--- src/rtl/seg7_pkg.sv ---
`default_nettype none
// ============================================================================
//  Module      : seg7_pkg
//  Description : Shared types and constants for the multiplexed 7-segment
//                display driver: segment pattern type, the all-off pattern,
//                glyph-set selectors and the two glyph lookup tables.
//  Revision    : 1.0 - initial release
// ----------------------------------------------------------------------------
//  Segment bit order is {DP,G,F,E,D,C,B,A}, active low (0 = segment lit).
//  Every table entry has DP off (bit 7 = 1); the driver ANDs the decimal
//  point in afterwards.
// ============================================================================
package seg7_pkg;

  typedef logic [7:0] seg_t;

  localparam seg_t SEG_OFF = 8'hFF;

  localparam int GLYPH_HEX    = 0;
  localparam int GLYPH_LEGACY = 1;

  // Entry [n] is the glyph for nibble n (listed F down to 0).
  localparam logic [15:0][7:0] c_hex_glyphs = {
    8'h8E, 8'h86, 8'hA1, 8'hC6, 8'h83, 8'h88, 8'h90, 8'h80,
    8'hF8, 8'h82, 8'h92, 8'h99, 8'hB0, 8'hA4, 8'hF9, 8'hC0
  };

  // Legacy set: digits as hex, A=blank, B=P, C=L, D=E, E=S, F=F.
  localparam logic [15:0][7:0] c_legacy_glyphs = {
    8'h8E, 8'h92, 8'h86, 8'hC7, 8'h8C, 8'hFF, 8'h90, 8'h80,
    8'hF8, 8'h82, 8'h92, 8'h99, 8'hB0, 8'hA4, 8'hF9, 8'hC0
  };

  function automatic seg_t glyph_lookup(input logic [3:0] nibble,
                                        input logic       legacy);
    return legacy ? c_legacy_glyphs[nibble] : c_hex_glyphs[nibble];
  endfunction

endpackage
`default_nettype wire

--- src/rtl/seg7_glyph_decode.sv ---
`default_nettype none
// ============================================================================
//  Module      : seg7_glyph_decode
//  Description : Purely combinational nibble-to-segment decoder with a
//                selectable glyph set.
//  Revision    : 1.0 - initial release
// ----------------------------------------------------------------------------
//  Ports
//    i_nibble  in  4  value to display
//    i_legacy  in  1  0 = hex glyphs, 1 = legacy glyph set
//    o_seg     out 8  active-low {DP,G,F,E,D,C,B,A}, DP always off
// ============================================================================
module seg7_glyph_decode
  import seg7_pkg::*;
(
  input  logic [3:0] i_nibble,
  input  logic       i_legacy,
  output seg_t       o_seg
);

  assign o_seg = glyph_lookup(i_nibble, i_legacy);

endmodule
`default_nettype wire

--- src/rtl/seg7_scan_driver.sv ---
`default_nettype none
// ============================================================================
//  Module      : seg7_scan_driver
//  Description : Multiplexed NUM_DIGITS-digit 7-segment driver. A packed
//                nibble word is accepted over valid/ready into a shadow
//                register and committed to the displayed (active) word only
//                at frame boundaries, so a frame never shows mixed words.
//                Digits share one active-low segment bus, with per-digit
//                anode strobes, a blanking gap at the start of every digit
//                slot, optional leading-zero blanking and two glyph sets.
//  Revision    : 1.0 - initial release
// ----------------------------------------------------------------------------
//  Build option
//    SEG7_BLINK_EN  adds i_blink_mask and BLINK_FRAMES; masked digits go dark
//                   during alternate runs of BLINK_FRAMES frames.
//  Ports
//    clk            in  1              system clock
//    rst            in  1              asynchronous active-high reset
//    i_load_valid   in  1              new display word offered
//    o_load_ready   out 1              shadow slot free
//    i_load_value   in  4*NUM_DIGITS   packed nibbles, digit 0 = [3:0]
//    i_load_dp      in  NUM_DIGITS     decimal point per digit, 1 = lit
//    i_load_lzb     in  1              leading-zero blanking for this word
//    i_blink_mask   in  NUM_DIGITS     (SEG7_BLINK_EN only) digits to blink
//    o_seg_n        out 8              {DP,G,F,E,D,C,B,A}, 0 = lit
//    o_an_n         out NUM_DIGITS     anode strobes, 0 = enabled
//    o_frame_tick   out 1              pulse in the frame-boundary cycle
// ============================================================================
module seg7_scan_driver
  import seg7_pkg::*;
#(
  parameter int NUM_DIGITS   = 6,
  parameter int SCAN_DIV     = 50000,
  parameter int BLANK_CYCLES = 500,
  parameter int GLYPH_MODE   = 0
`ifdef SEG7_BLINK_EN
  ,
  parameter int BLINK_FRAMES = 32
`endif
) (
  input  logic                    clk,
  input  logic                    rst,
  input  logic                    i_load_valid,
  output logic                    o_load_ready,
  input  logic [4*NUM_DIGITS-1:0] i_load_value,
  input  logic [NUM_DIGITS-1:0]   i_load_dp,
  input  logic                    i_load_lzb,
`ifdef SEG7_BLINK_EN
  input  logic [NUM_DIGITS-1:0]   i_blink_mask,
`endif
  output seg_t                    o_seg_n,
  output logic [NUM_DIGITS-1:0]   o_an_n,
  output logic                    o_frame_tick
);

  localparam int CNT_W = (SCAN_DIV > 1) ? $clog2(SCAN_DIV) : 1;
  localparam int IDX_W = (NUM_DIGITS > 1) ? $clog2(NUM_DIGITS) : 1;

  localparam logic [CNT_W-1:0] c_cnt_last  = CNT_W'(SCAN_DIV - 1);
  localparam logic [CNT_W-1:0] c_blank_end = CNT_W'(BLANK_CYCLES);
  localparam logic [IDX_W-1:0] c_idx_last  = IDX_W'(NUM_DIGITS - 1);
  localparam logic             c_legacy    = (GLYPH_MODE == GLYPH_LEGACY);

  // --------------------------------------------------------------------------
  // Scan state
  // --------------------------------------------------------------------------
  logic [CNT_W-1:0] r_cnt;
  logic [IDX_W-1:0] r_idx;

  logic w_cnt_wrap;
  logic w_frame;

  assign w_cnt_wrap = (r_cnt == c_cnt_last);
  assign w_frame    = w_cnt_wrap && (r_idx == c_idx_last);

  always_ff @(posedge clk or posedge rst) begin
    if (rst) begin
      r_cnt <= '0;
      r_idx <= '0;
    end else if (w_cnt_wrap) begin
      r_cnt <= '0;
      r_idx <= (r_idx == c_idx_last) ? '0 : r_idx + IDX_W'(1);
    end else begin
      r_cnt <= r_cnt + CNT_W'(1);
    end
  end

  // --------------------------------------------------------------------------
  // Load handshake: shadow register plus active (displayed) word
  // --------------------------------------------------------------------------
  logic                    r_pending;
  logic [4*NUM_DIGITS-1:0] r_sh_value;
  logic [NUM_DIGITS-1:0]   r_sh_dp;
  logic                    r_sh_lzb;
  logic [4*NUM_DIGITS-1:0] r_act_value;
  logic [NUM_DIGITS-1:0]   r_act_dp;
  logic                    r_act_lzb;

  logic w_accept;

  assign w_accept = i_load_valid && !r_pending;

  // Accept only happens with pending clear and commit only with pending set,
  // so a word accepted in a boundary cycle waits for the next boundary.
  always_ff @(posedge clk or posedge rst) begin
    if (rst) begin
      r_pending   <= 1'b0;
      r_sh_value  <= '0;
      r_sh_dp     <= '0;
      r_sh_lzb    <= 1'b0;
      r_act_value <= '0;
      r_act_dp    <= '0;
      r_act_lzb   <= 1'b0;
    end else begin
      if (w_frame && r_pending) begin
        r_act_value <= r_sh_value;
        r_act_dp    <= r_sh_dp;
        r_act_lzb   <= r_sh_lzb;
      end
      if (w_accept) begin
        r_sh_value <= i_load_value;
        r_sh_dp    <= i_load_dp;
        r_sh_lzb   <= i_load_lzb;
        r_pending  <= 1'b1;
      end else if (w_frame) begin
        r_pending  <= 1'b0;
      end
    end
  end

  assign o_load_ready = !r_pending;
  assign o_frame_tick = w_frame;

  // --------------------------------------------------------------------------
  // Current-digit selection and leading-zero detection
  // --------------------------------------------------------------------------
  logic [3:0]            w_nibble;
  logic                  w_dp_sel;
  logic                  w_lz_sel;
  logic [NUM_DIGITS-1:0] w_onehot;

  // Walking from the top digit down, v_zero_above stays set while every
  // nibble at or above the current position is zero; such a digit is a
  // leading zero unless it is digit 0.
  always_comb begin : p_digit_sel
    logic v_zero_above;
    w_nibble     = 4'h0;
    w_dp_sel     = 1'b0;
    w_lz_sel     = 1'b0;
    w_onehot     = '0;
    v_zero_above = 1'b1;
    for (int i = NUM_DIGITS - 1; i >= 0; i--) begin
      v_zero_above = v_zero_above && (r_act_value[4*i +: 4] == 4'h0);
      if (r_idx == IDX_W'(i)) begin
        w_nibble    = r_act_value[4*i +: 4];
        w_dp_sel    = r_act_dp[i];
        w_lz_sel    = v_zero_above && (i != 0);
        w_onehot[i] = 1'b1;
      end
    end
  end

  // --------------------------------------------------------------------------
  // Blink phase
  // --------------------------------------------------------------------------
  logic w_blink_off;

`ifdef SEG7_BLINK_EN
  localparam int BF_W = (BLINK_FRAMES > 1) ? $clog2(BLINK_FRAMES) : 1;

  logic [BF_W-1:0] r_blink_cnt;
  logic            r_blink_phase;

  always_ff @(posedge clk or posedge rst) begin
    if (rst) begin
      r_blink_cnt   <= '0;
      r_blink_phase <= 1'b0;
    end else if (w_frame) begin
      if (r_blink_cnt == BF_W'(BLINK_FRAMES - 1)) begin
        r_blink_cnt   <= '0;
        r_blink_phase <= !r_blink_phase;
      end else begin
        r_blink_cnt   <= r_blink_cnt + BF_W'(1);
      end
    end
  end

  assign w_blink_off = r_blink_phase && |(i_blink_mask & w_onehot);
`else
  assign w_blink_off = 1'b0;
`endif

  // --------------------------------------------------------------------------
  // Glyph decode and registered outputs
  // --------------------------------------------------------------------------
  seg_t w_glyph;
  logic w_in_gap;
  logic w_dark;

  seg7_glyph_decode u_glyph (
    .i_nibble (w_nibble),
    .i_legacy (c_legacy),
    .o_seg    (w_glyph)
  );

  assign w_in_gap = (r_cnt < c_blank_end);
  assign w_dark   = (r_act_lzb && w_lz_sel) || w_blink_off;

  seg_t                  r_seg_n;
  logic [NUM_DIGITS-1:0] r_an_n;

  // Table glyphs carry DP off, so clearing bit 7 lights the decimal point.
  always_ff @(posedge clk or posedge rst) begin
    if (rst) begin
      r_seg_n <= SEG_OFF;
      r_an_n  <= '1;
    end else if (w_in_gap) begin
      r_seg_n <= SEG_OFF;
      r_an_n  <= '1;
    end else begin
      r_an_n  <= ~w_onehot;
      r_seg_n <= w_dark ? SEG_OFF : (w_glyph & {!w_dp_sel, 7'h7F});
    end
  end

  assign o_seg_n = r_seg_n;
  assign o_an_n  = r_an_n;

endmodule
`default_nettype wire

--- config.mk ---
export PLATFORM = sky130hd
export DESIGN_NAME = seg7_scan_driver
export DESIGN_NICKNAME = d
export VERILOG_FILES = /design/src/rtl/seg7_pkg.sv /design/src/rtl/seg7_glyph_decode.sv /design/src/rtl/seg7_scan_driver.sv
export SDC_FILE = /design/constraint.sdc
export NUM_CORES = 1
export LEC_CHECK = 0
export CORE_MARGIN = 1
export CORE_UTILIZATION = 55
export DETAILED_ROUTE_END_ITERATION = 10
export GPL_TIMING_DRIVEN = 0
export HOLD_SLACK_MARGIN = 0.08
export PLACE_DENSITY = 0.87
export SYNTH_ARGS = -nofsm -noshare
export SYNTH_HDL_FRONTEND = slang
export SYNTH_HIERARCHICAL = 1
export SYNTH_SLANG_ARGS = --single-unit
--- constraint.sdc ---
create_clock -name clk -period 8 [get_ports clk]
set_clock_uncertainty 0.2 [all_clocks]
set_input_delay 2 -clock clk [delete_from_list [all_inputs] [get_ports clk]]
set_output_delay 2 -clock clk [all_outputs]
set_load 0.01 [all_outputs]
==> impl_metrics.ini, run 1 <==
[power_and_ir_drop]
power_density_nw_per_um2 = 153
power_frac_clock_pct = 35.0
power_mw = 0.864
combPwrFrac_pct = 5.6
switching_share_pct = 24.4
switchingPower_mw = 0.211
ir_drop_uv = 110
power_frac_seq_pct = 59.5
p_int_mw = 0.654
power_leakage_nw = 2.41

[timing]
worst_pin_slew_ns = 1.13
period_needed_ns = 5.02
tns_ns = 0
min_period_over_period_pct = 62.7
relSlewSlack_pct = 24.2
setup_ws_ns = 2.98
hold_viol_final = 0
maxSlewViolCount = 0
setup_viol = 0
timing.fmax_ghz = 0.199
rsz0062_at_grt = false

[worst_setup_path]
reg2reg_from = r_idx[0]
regToRegSetupSlack_ns = 2.98
crit_start = r_idx[0]
r2r-end = o_seg_n[3]
cp_data_arrival_time_ns = 5.10
crit_type = reg2reg
crit_path_max_fanout = 10
crit_path_end = o_seg_n[3]
worstPathRequired_ns = 8.09
endpoint_kind = flip-flop
critPathLaunchType = flip-flop
reg2reg_depth = 15

[yosys]
synthDistinctLibCells = 61
synthSimpleGateAreaFrac_pct = 11.7
ys_seq_area_share_pct = 50.5
synth-compound-area-share_pct = 7.87
yosysWarnings = 6
synthAdderAreaFrac_pct = 2.35
netlist_area_um2 = 4790
synth-seq-cells = 96
synth.area.mux_share_pct = 20.6
synth-main-ff-cell = dfrtp_1
synth_top_family_by_area = multiplexers
synth-async-reset-ratio_pct = 100
synthXorXnorAreaFrac_pct = 2.38
avgSynthCellArea_um2 = 12.5
synth_edf_count = 0
syn_inst = 384

[finish]
area.growth.synth_to_final_pct = 17.7
final_util_pct = 67.9
drive_gt1_share_pct = 26.4
finalNetCount = 489
fin_area_um2 = 5640
antenna_cells = 0

[drt]
drc_errors = 0
ant_nets = 0
drt_wl_total_mm = 9.50
viasPerCell = 5.84
drt-initial-drc-count = 340
dr.pass1.iters = 5
vias = 3249
wl_per_cell_um = 17.1

[placement]
port_buffers = 49
routabilityCongestion = 0.932
placed_area_um2 = 5440
dp_hpwl_mm = 6.94
pre_cts_ws_ns = 3.07

[global_route]
antenna_found_initial = 0
track_usage_pct = 23.9
gr-total-overflow = 0
grt_pass1_wl_mm = 16.3
grt_pass1_vias = 3253
grt_max_degree = 54

[clock_tree]
clk_pin_slew_ns = 0.10
cts_sinks = 96
htree_levels = 3
cts_buffer_depth = 2
cts_setup_buffers = 0
hold_buffers = 0
worstSkewPairLatency_ns = 0.37
cts_made_buffers = 9
cts_tree = built
root_buffer = clkbuf_8
cts_resized = 0

[die]
initial_core_util_pct = 57.7
die_height_um = 95.3
die_area_um2 = 9080
die_width_um = 95.3
rows = 33
coreArea_um2 = 8300
io_pins = 50

[min_path]
hold_path.class = reg2reg

[outcome]
status = finished clean

[run]
drv_cap = 0
-- synthesized netlist by cell type (3+ instances only) --
| cell | instances | area share (%) |
|---|---|---|
| a211oi_1 | 3 | 0.47 |
| a21oi_1 | 6 | 0.63 |
| a221oi_1 | 8 | 1.5 |
| a22oi_1 | 4 | 0.63 |
| a31oi_1 | 4 | 0.52 |
| and3_1 | 3 | 0.39 |
| buf_12 | 3 | 1.3 |
| buf_6 | 4 | 0.94 |
| clkbuf_1 | 13 | 1.0 |
| dfrtp_1 | 82 | 43 |
| dfstp_2 | 14 | 7.7 |
| ha_1 | 9 | 2.4 |
| inv_1 | 10 | 0.78 |
| mux2_2 | 40 | 9.4 |
| mux2_4 | 29 | 9.1 |
| mux2i_1 | 8 | 1.7 |
| nand2_1 | 12 | 0.94 |
| nand3_1 | 9 | 0.94 |
| nand4_1 | 5 | 0.65 |
| nor2_1 | 29 | 2.3 |
| nor2b_1 | 4 | 0.52 |
| nor3_1 | 8 | 0.84 |
| nor3b_1 | 4 | 0.63 |
| nor4_1 | 5 | 0.65 |
| o21a_1 | 5 | 0.78 |
| o21ai_0 | 12 | 1.3 |
| xnor2_1 | 7 | 1.3 |
| xor2_1 | 6 | 1.1 |
-- per-stage QoR --
step	cells	hold WS, ns
3_3_place_gp	539	0.271
3_5_place_dp	540	0.283
4_1_cts	556	0.299
6_report	556	0.299
2_1_floorplan	385	0.248
5_1_grt	556	0.323
-- cell usage in the layout (no fill, tap or decap), types with 2 or more instances in the layout --
master	instances
or3_1	2
xor2_1	6
nor3_1	8
a221oi_1	8
nor4_1	5
clkinv_4	3
nor2_1	29
nand3_1	9
mux2i_1	8
inv_1	9
dfrtp_1	82
nand4b_1	2
mux2_2	40
a21oi_1	6
mux2_4	29
conb_1	3
and3_1	3
buf_4	2
nor3b_1	4
o21a_1	5
a211oi_1	3
clkdlybuf4s50_1	49
dfstp_2	14
buf_6	4
a22oi_1	4
clkbuf_8	9
ha_1	9
and4_1	2
clkinvlp_4	2
clkbuf_1	13
buf_12	3
nand4_1	5
nor2b_1	4
o21ai_0	12
nand2_1	12
a31oi_1	4
xnor2_1	7
-- routing by layer --
| layer | GRT usage [%] | vias to the layer above | wire [µm] |
|---|---|---|---|
| li1 | - | 1509 | - |
| met1 | 32.0 | 1618 | 4170 |
| met2 | 39.5 | 106 | 4800 |
| met3 | 4.39 | 16 | 422 |
| met4 | 7.70 | 0 | 104 |
| met5 | 0 | - | 0 |
-- area by class of cell --
type,instances,area (µm²)
multi-input combinational,256,2160
fill,617,2660
timing repair buffer,50,518
clock inverter,7,68.8
buffer,23,173
sequential,96,2420
tap,105,131
inverter,10,40.0
clock buffer,9,124
-- sequential cells by signal, summed over array words and instances (netlist names) --
register     count
o_seg_n          8
r_pending        1
r_sh_lzb         1
r_act_value     24
r_act_dp         6
r_sh_value      24
r_idx            3
r_cnt           16
r_act_lzb        1
o_an_n           6
r_sh_dp          6
-- logic make-up after synthesis --
family	Yosys count
other	2
and+or+nand+nor	100
AOI/OAI and AO/OA	53
muxes	78
DFF	96
adders and majority gates	9
buffers and inverters	33
xor gates and xnor gates	13
-- power groups by stage --
stage | registers, mW | clock network, mW | logic (mW)
after floorplan | 0.519 | 0 | 0.0266
after global placement | 0.522 | 0 | 0.0449
after detailed placement | 0.523 | 0 | 0.0488
after CTS | 0.514 | 0.308 | 0.0491
after global routing | 0.516 | 0.331 | 0.0540
final | 0.514 | 0.302 | 0.0482
-- worst min path at each step --
stage | slack, ns | to | startpoint | cells after the start
6_report | 0.30 | r_cnt[0] | r_cnt[0] | 1
5_1_grt | 0.32 | r_cnt[0] | r_cnt[0] | 1
4_1_cts | 0.30 | r_cnt[0] | r_cnt[0] | 1
3_5_place_dp | 0.28 | r_cnt[12] | r_cnt[12] | 1
3_3_place_gp | 0.27 | r_cnt[0] | r_cnt[0] | 1
2_1_floorplan | 0.25 | r_cnt[0] | r_cnt[0] | 1
-- critical path, stage by stage, from the launching register on --
cell and delay, ns:
dfrtp_1 0.40, buf_1 0.43, clkbuf_1 0.47, and2_1 0.20, ha_1 0.13, clkbuf_1 0.25, clkbuf_1 0.39, a22oi_1 0.17
a221oi_1 0.83, inv_1 0.25, ha_1 0.33, nor2_1 0.14, a21oi_2 0.04, mux4_2 0.47, nor2_1 0.11, o21ai_0 0.12
Power figures use the tool's default switching activity.
==> run 2, diff against run 1 <==
- clock period: 8 -> 5.1 ns (I/O delays scaled with it)
==> run 2 against run 1 <==
  * Via count up 0.58%
  * Register-to-register slack worse by 2.6 ns
  * Sequential power up 57%
  * Sequential share of layout area down 0.095 points
  * Critical endpoint unchanged
  * Largest cell class unchanged
==> impl_metrics.ini, run 2 (synthesis gave the netlist of run 1 again) <==
[drt]
ant_nets = 0
wl_per_cell_um = 17.2
vias = 3268
drt_wl_total_mm = 9.56
viasPerCell = 5.88
drt-initial-drc-count = 341
drc_errors = 0
dr.pass1.iters = 6

[die]
io_pins = 50
rows = 33
die_area_um2 = 9080
coreArea_um2 = 8300
die_width_um = 95.3
die_height_um = 95.3
initial_core_util_pct = 57.7

[clock_tree]
cts_made_buffers = 9
root_buffer = clkbuf_8
cts_tree = built
cts_buffer_depth = 2
cts_sinks = 96
htree_levels = 3
worstSkewPairLatency_ns = 0.37
clk_pin_slew_ns = 0.10

[finish]
finalNetCount = 489
reg_top3 = r_act_value: 24 flops, r_sh_value: 24 flops, r_cnt: 16 flops
final_util_pct = 68.1
fin_cells = 556
fin_area_um2 = 5650
drive_gt1_share_pct = 26.8
mostFrequentLayoutCells = 82 x dfrtp_1, 49 x clkdlybuf4s50_1, 40 x mux2_2
antenna_cells = 0
final_common_cell = dfrtp_1
fillCellCount = 612
area.growth.synth_to_final_pct = 18.0

[timing]
period_needed_ns = 4.75
maxSlewViolCount = 0
tns_ns = 0
rsz0062_at_grt = false
setup_viol = 0
hold_ws_ns = 0.299
worst_pin_slew_ns = 1.10
setup_ws_ns = 0.349
hold_viol_final = 0
timing.fmax_ghz = 0.210
min_period_over_period_pct = 93.2
relSlewSlack_pct = 26.0

[worst_setup_path]
crit_path_frequent_cell = clkbuf_1
critPathBufInv = 5
path_cells = buf_1, clkbuf_1, and2_1, ha_1, clkbuf_1, clkbuf_1, a22oi_1, a221oi_2, inv_1, ha_1, nor2_1, a21oi_2, mux4_2, nor2_1, o21ai_0
critPathLaunchType = flip-flop
crit_type = reg2reg
worstPathRequired_ns = 5.19
endpoint_kind = flip-flop
critPathSlowestCell = a221oi_2
cpLargestDelayFamily = buffers and inverters
crit_path_max_fanout = 10
cp_data_arrival_time_ns = 4.84
cp_slowest_stage_delay_ns = 0.58

[global_route]
antenna_found_initial = 0
grt_pass1_vias = 3253
gr-total-overflow = 0
grt_pass1_wl_mm = 16.3
track_usage_pct = 23.9
grt_max_degree = 54

[placement]
place_inst = 540
placed_area_um2 = 5440
port_buffers = 49
dp_hpwl_mm = 6.94
pre_cts_ws_ns = 0.167
routabilityCongestion = 0.932

[power_and_ir_drop]
power_leakage_nw = 2.41
power_mw = 1.36
power_density_nw_per_um2 = 240
ir_drop_uv = 174

[min_path]
hold_path.class = reg2reg

[run]
drv_cap = 0

[outcome]
status = finished clean
run 2: cell types whose count changed in the layout (fill, tap and decap cells not counted):
cell,change
a221oi_2,+2
a221oi_1,-2
run 2: layer usage:
layer	vias up	track usage (%)	share of wire [%]
li1	1513	-	-
met1	1616	32.0	44
met2	115	39.5	50
met3	24	4.39	4.8
met4	0	7.70	1.7
met5	-	0	0
run 2: worst register-to-register path, stage by stage (launching register included):
cell and delay (ns):
dfrtp_1 0.40, buf_1 0.44, clkbuf_1 0.47, and2_1 0.20
ha_1 0.13, clkbuf_1 0.26, clkbuf_1 0.40, a22oi_1 0.19
a221oi_2 0.58, inv_1 0.22, ha_1 0.31, nor2_1 0.14
a21oi_2 0.04, mux4_2 0.46, nor2_1 0.11, o21ai_0 0.12
run 2: final timing paths:
check | from | endpoint | slack [ns] | depth (start not counted)
max | r_idx[0] | o_seg_n[3] | 0.35 | 15
min | r_cnt[0] | r_cnt[0] | 0.30 | 1
max reg2reg | r_idx[0] | o_seg_n[3] | 0.35 | 15
min reg2reg | r_cnt[0] | r_cnt[0] | 0.30 | 1
max in group asynchronous | rst | o_an_n[5] | 2.92 | 3
min in group asynchronous | rst | r_sh_value[5] | 1.09 | 2
run 2: where the power goes:
part           internal [mW]  switching [mW]  total (mW)
combinational         0.0485          0.0272      0.0757
sequential             0.790          0.0164       0.806
clock                  0.187           0.288       0.475
run 2: final cells by class:
type / instances / area, µm² / area share, %
sequential: 96 / 2420 / 42.8
multi-input combinational: 256 / 2170 / 38.5
timing repair buffer: 50 / 518 / 9.17
buffer: 23 / 173 / 3.06
tap: 105 / 131 / 2.33
clock buffer: 9 / 124 / 2.19
clock inverter: 7 / 68.8 / 1.22
inverter: 10 / 40.0 / 0.709
run 2: what timing repair did:
item / CTS / global route
hold buffers: 0 / 0
resized for setup: 0 / 2
setup endpoints to repair: 0 / 3
buffers inserted: 0 / 0
==> run 3, diff against run 2 <==
- CELL_PAD_IN_SITES_DETAIL_PLACEMENT: default -> 1
- CELL_PAD_IN_SITES_GLOBAL_PLACEMENT: default -> 2
- CORE_UTILIZATION: 55 -> 39
- PLACE_DENSITY: 0.87 -> 0.89
- SETUP_SLACK_MARGIN: default -> 0.05
- SLEW_MARGIN: default -> 25
==> run 3 against run 2 <==
  * Total power up 12%
  * Via count down 0.92%
  * Final area up 2.9%
  * Die area grew 40%
  * Non-clock buffer count did not move
  * Wire length rose by 10%
  * Critical path depth decreased by 1
  * Utilization decreased by 20 points
  * Sequential share of layout area shrank 1.2 points
  * Clock power is 35% higher
  * Highest routed layer unchanged
==> impl_metrics.ini, run 3 (synthesis gave the netlist of run 1 again) <==
[clock_tree]
cts_tree = built
worstSkewPairLatency_ns = 0.35
htree_levels = 3
cts_sinks = 96
root_buffer = clkbuf_16
cts_buffer_depth = 2
cts_made_buffers = 9
clk_pin_slew_ns = 0.07

[power_and_ir_drop]
power_mw = 1.52
power_density_nw_per_um2 = 262
power_leakage_nw = 2.46
ir_drop_uv = 160

[drt]
drc_errors = 0
vias = 3238
dr.pass1.iters = 4
drt_wl_total_mm = 10.5
viasPerCell = 5.41
wl_per_cell_um = 17.6
ant_nets = 0
drt-initial-drc-count = 179

[finish]
fin_area_um2 = 5810
finalNetCount = 489
fillCellCount = 1263
final_common_cell = dfrtp_1
drive_gt1_share_pct = 26.8
mostFrequentLayoutCells = 82 x dfrtp_1, 49 x clkdlybuf4s50_1, 40 x mux2_2
reg_top3 = r_act_value: 24 flops, r_sh_value: 24 flops, r_cnt: 16 flops
antenna_cells = 0
area.growth.synth_to_final_pct = 21.4

[global_route]
gr-total-overflow = 0
grt_pass1_vias = 3530
grt_max_degree = 54
grt_pass1_wl_mm = 18.1
antenna_found_initial = 0
track_usage_pct = 18.4

[outcome]
status = finished clean

[placement]
port_buffers = 49
dp_hpwl_mm = 7.78
placed_area_um2 = 5500
routabilityCongestion = 0.791

[worst_setup_path]
crit_path_frequent_cell = clkbuf_1
cp_data_arrival_time_ns = 4.65
crit_start = r_idx[0]
path_cells = clkbuf_2, clkbuf_1, and2_1, ha_1, clkbuf_1, clkbuf_1, a22oi_1, a221oi_2, inv_1, ha_1, inv_1, mux4_2, nor2_1, o21ai_0
worstPathRequired_ns = 5.16
crit_type = reg2reg
cp_slowest_stage_delay_ns = 0.56
critPathLaunchType = flip-flop
cpLargestDelayFamily = buffers and inverters
critPathSlowestCell = a221oi_2
endpoint_kind = flip-flop
crit_path_max_fanout = 10
reg2reg_from = r_idx[0]
critPathBufInv = 6

[timing]
setup_viol = 0
maxSlewViolCount = 0
hold_ws_ns = 0.282
worst_pin_slew_ns = 0.979
timing.fmax_ghz = 0.218
period_needed_ns = 4.59
relSlewSlack_pct = 34.7
hold_viol_final = 0
rsz0062_at_grt = false
min_period_over_period_pct = 90.0

[run]
drv_cap = 0

[min_path]
holdCritStartpoint = r_cnt[0]
hold_path.class = reg2reg

[die]
die_area_um2 = 12700
io_pins = 50
coreArea_um2 = 12000
initial_core_util_pct = 39.9
die_height_um = 113
die_width_um = 113
rows = 40
-- run 3: changes by cell type in the layout (fill, tap and decap cells not counted), sizes merged --
cell    change
clkbuf      +5
clkinv      -4
buf         -1
-- run 3: worst paths after layout --
kind	endpoint	slack [ns]	cells past startpoint
worst min-delay path	r_cnt[0]	0.28	1
worst max register to register	o_seg_n[3]	0.51	14
min in group asynchronous	r_cnt[8]	1.12	2
worst min register to register	r_cnt[0]	0.28	1
max in group asynchronous	r_act_dp[0]	3.00	3
worst max-delay path	o_seg_n[3]	0.51	14
-- run 3: what timing repair did --
item / 4_1_cts / 5_1_grt
resized for setup: 1 / 3
setup endpoints to repair: 1 / 5
hold buffers: 0 / 0
setup buffers: 0 / 0
-- run 3: stage by stage --
| stage | cells | utilization (%) | setup slack, ns | setup TNS [ns] |
|---|---|---|---|---|
| finish | 598 | 48.4 | 0.511 | 0 |
| CTS | 598 | 48.2 | 0.0972 | 0 |
| detailed placement | 582 | 45.8 | -0.0254 | -0.0254 |
| floorplan | 385 | - | 0.984 | 0 |
| global route | 598 | 48.4 | 0.233 | 0 |
| global placement | 581 | 45.5 | -0.236 | -19.00 |
-- run 3: final cells by class --
cell class	instances	area [µm²]	area share, %
Inverter	10	42.5	0.732
Tap cell	147	184	3.16
Clock buffer	13	260	4.48
Buffer	23	174	2.99
Multi-Input combinational cell	256	2190	37.7
Timing Repair Buffer	50	518	8.91
Sequential cell	96	2420	41.6
Clock inverter	3	23.8	0.409
-- run 3: routing by layer --
metal / wire (µm) / global-route usage [%]
met2: 5340 / 31.0
met5: 0 / 0
met1: 4650 / 23.0
met4: 225 / 9.16
met3: 289 / 3.16
-- run 3: power breakdown --
group,switching [mW],internal [mW]
clock network,0.281,0.359
logic,0.0283,0.0486
registers,0.0167,0.791
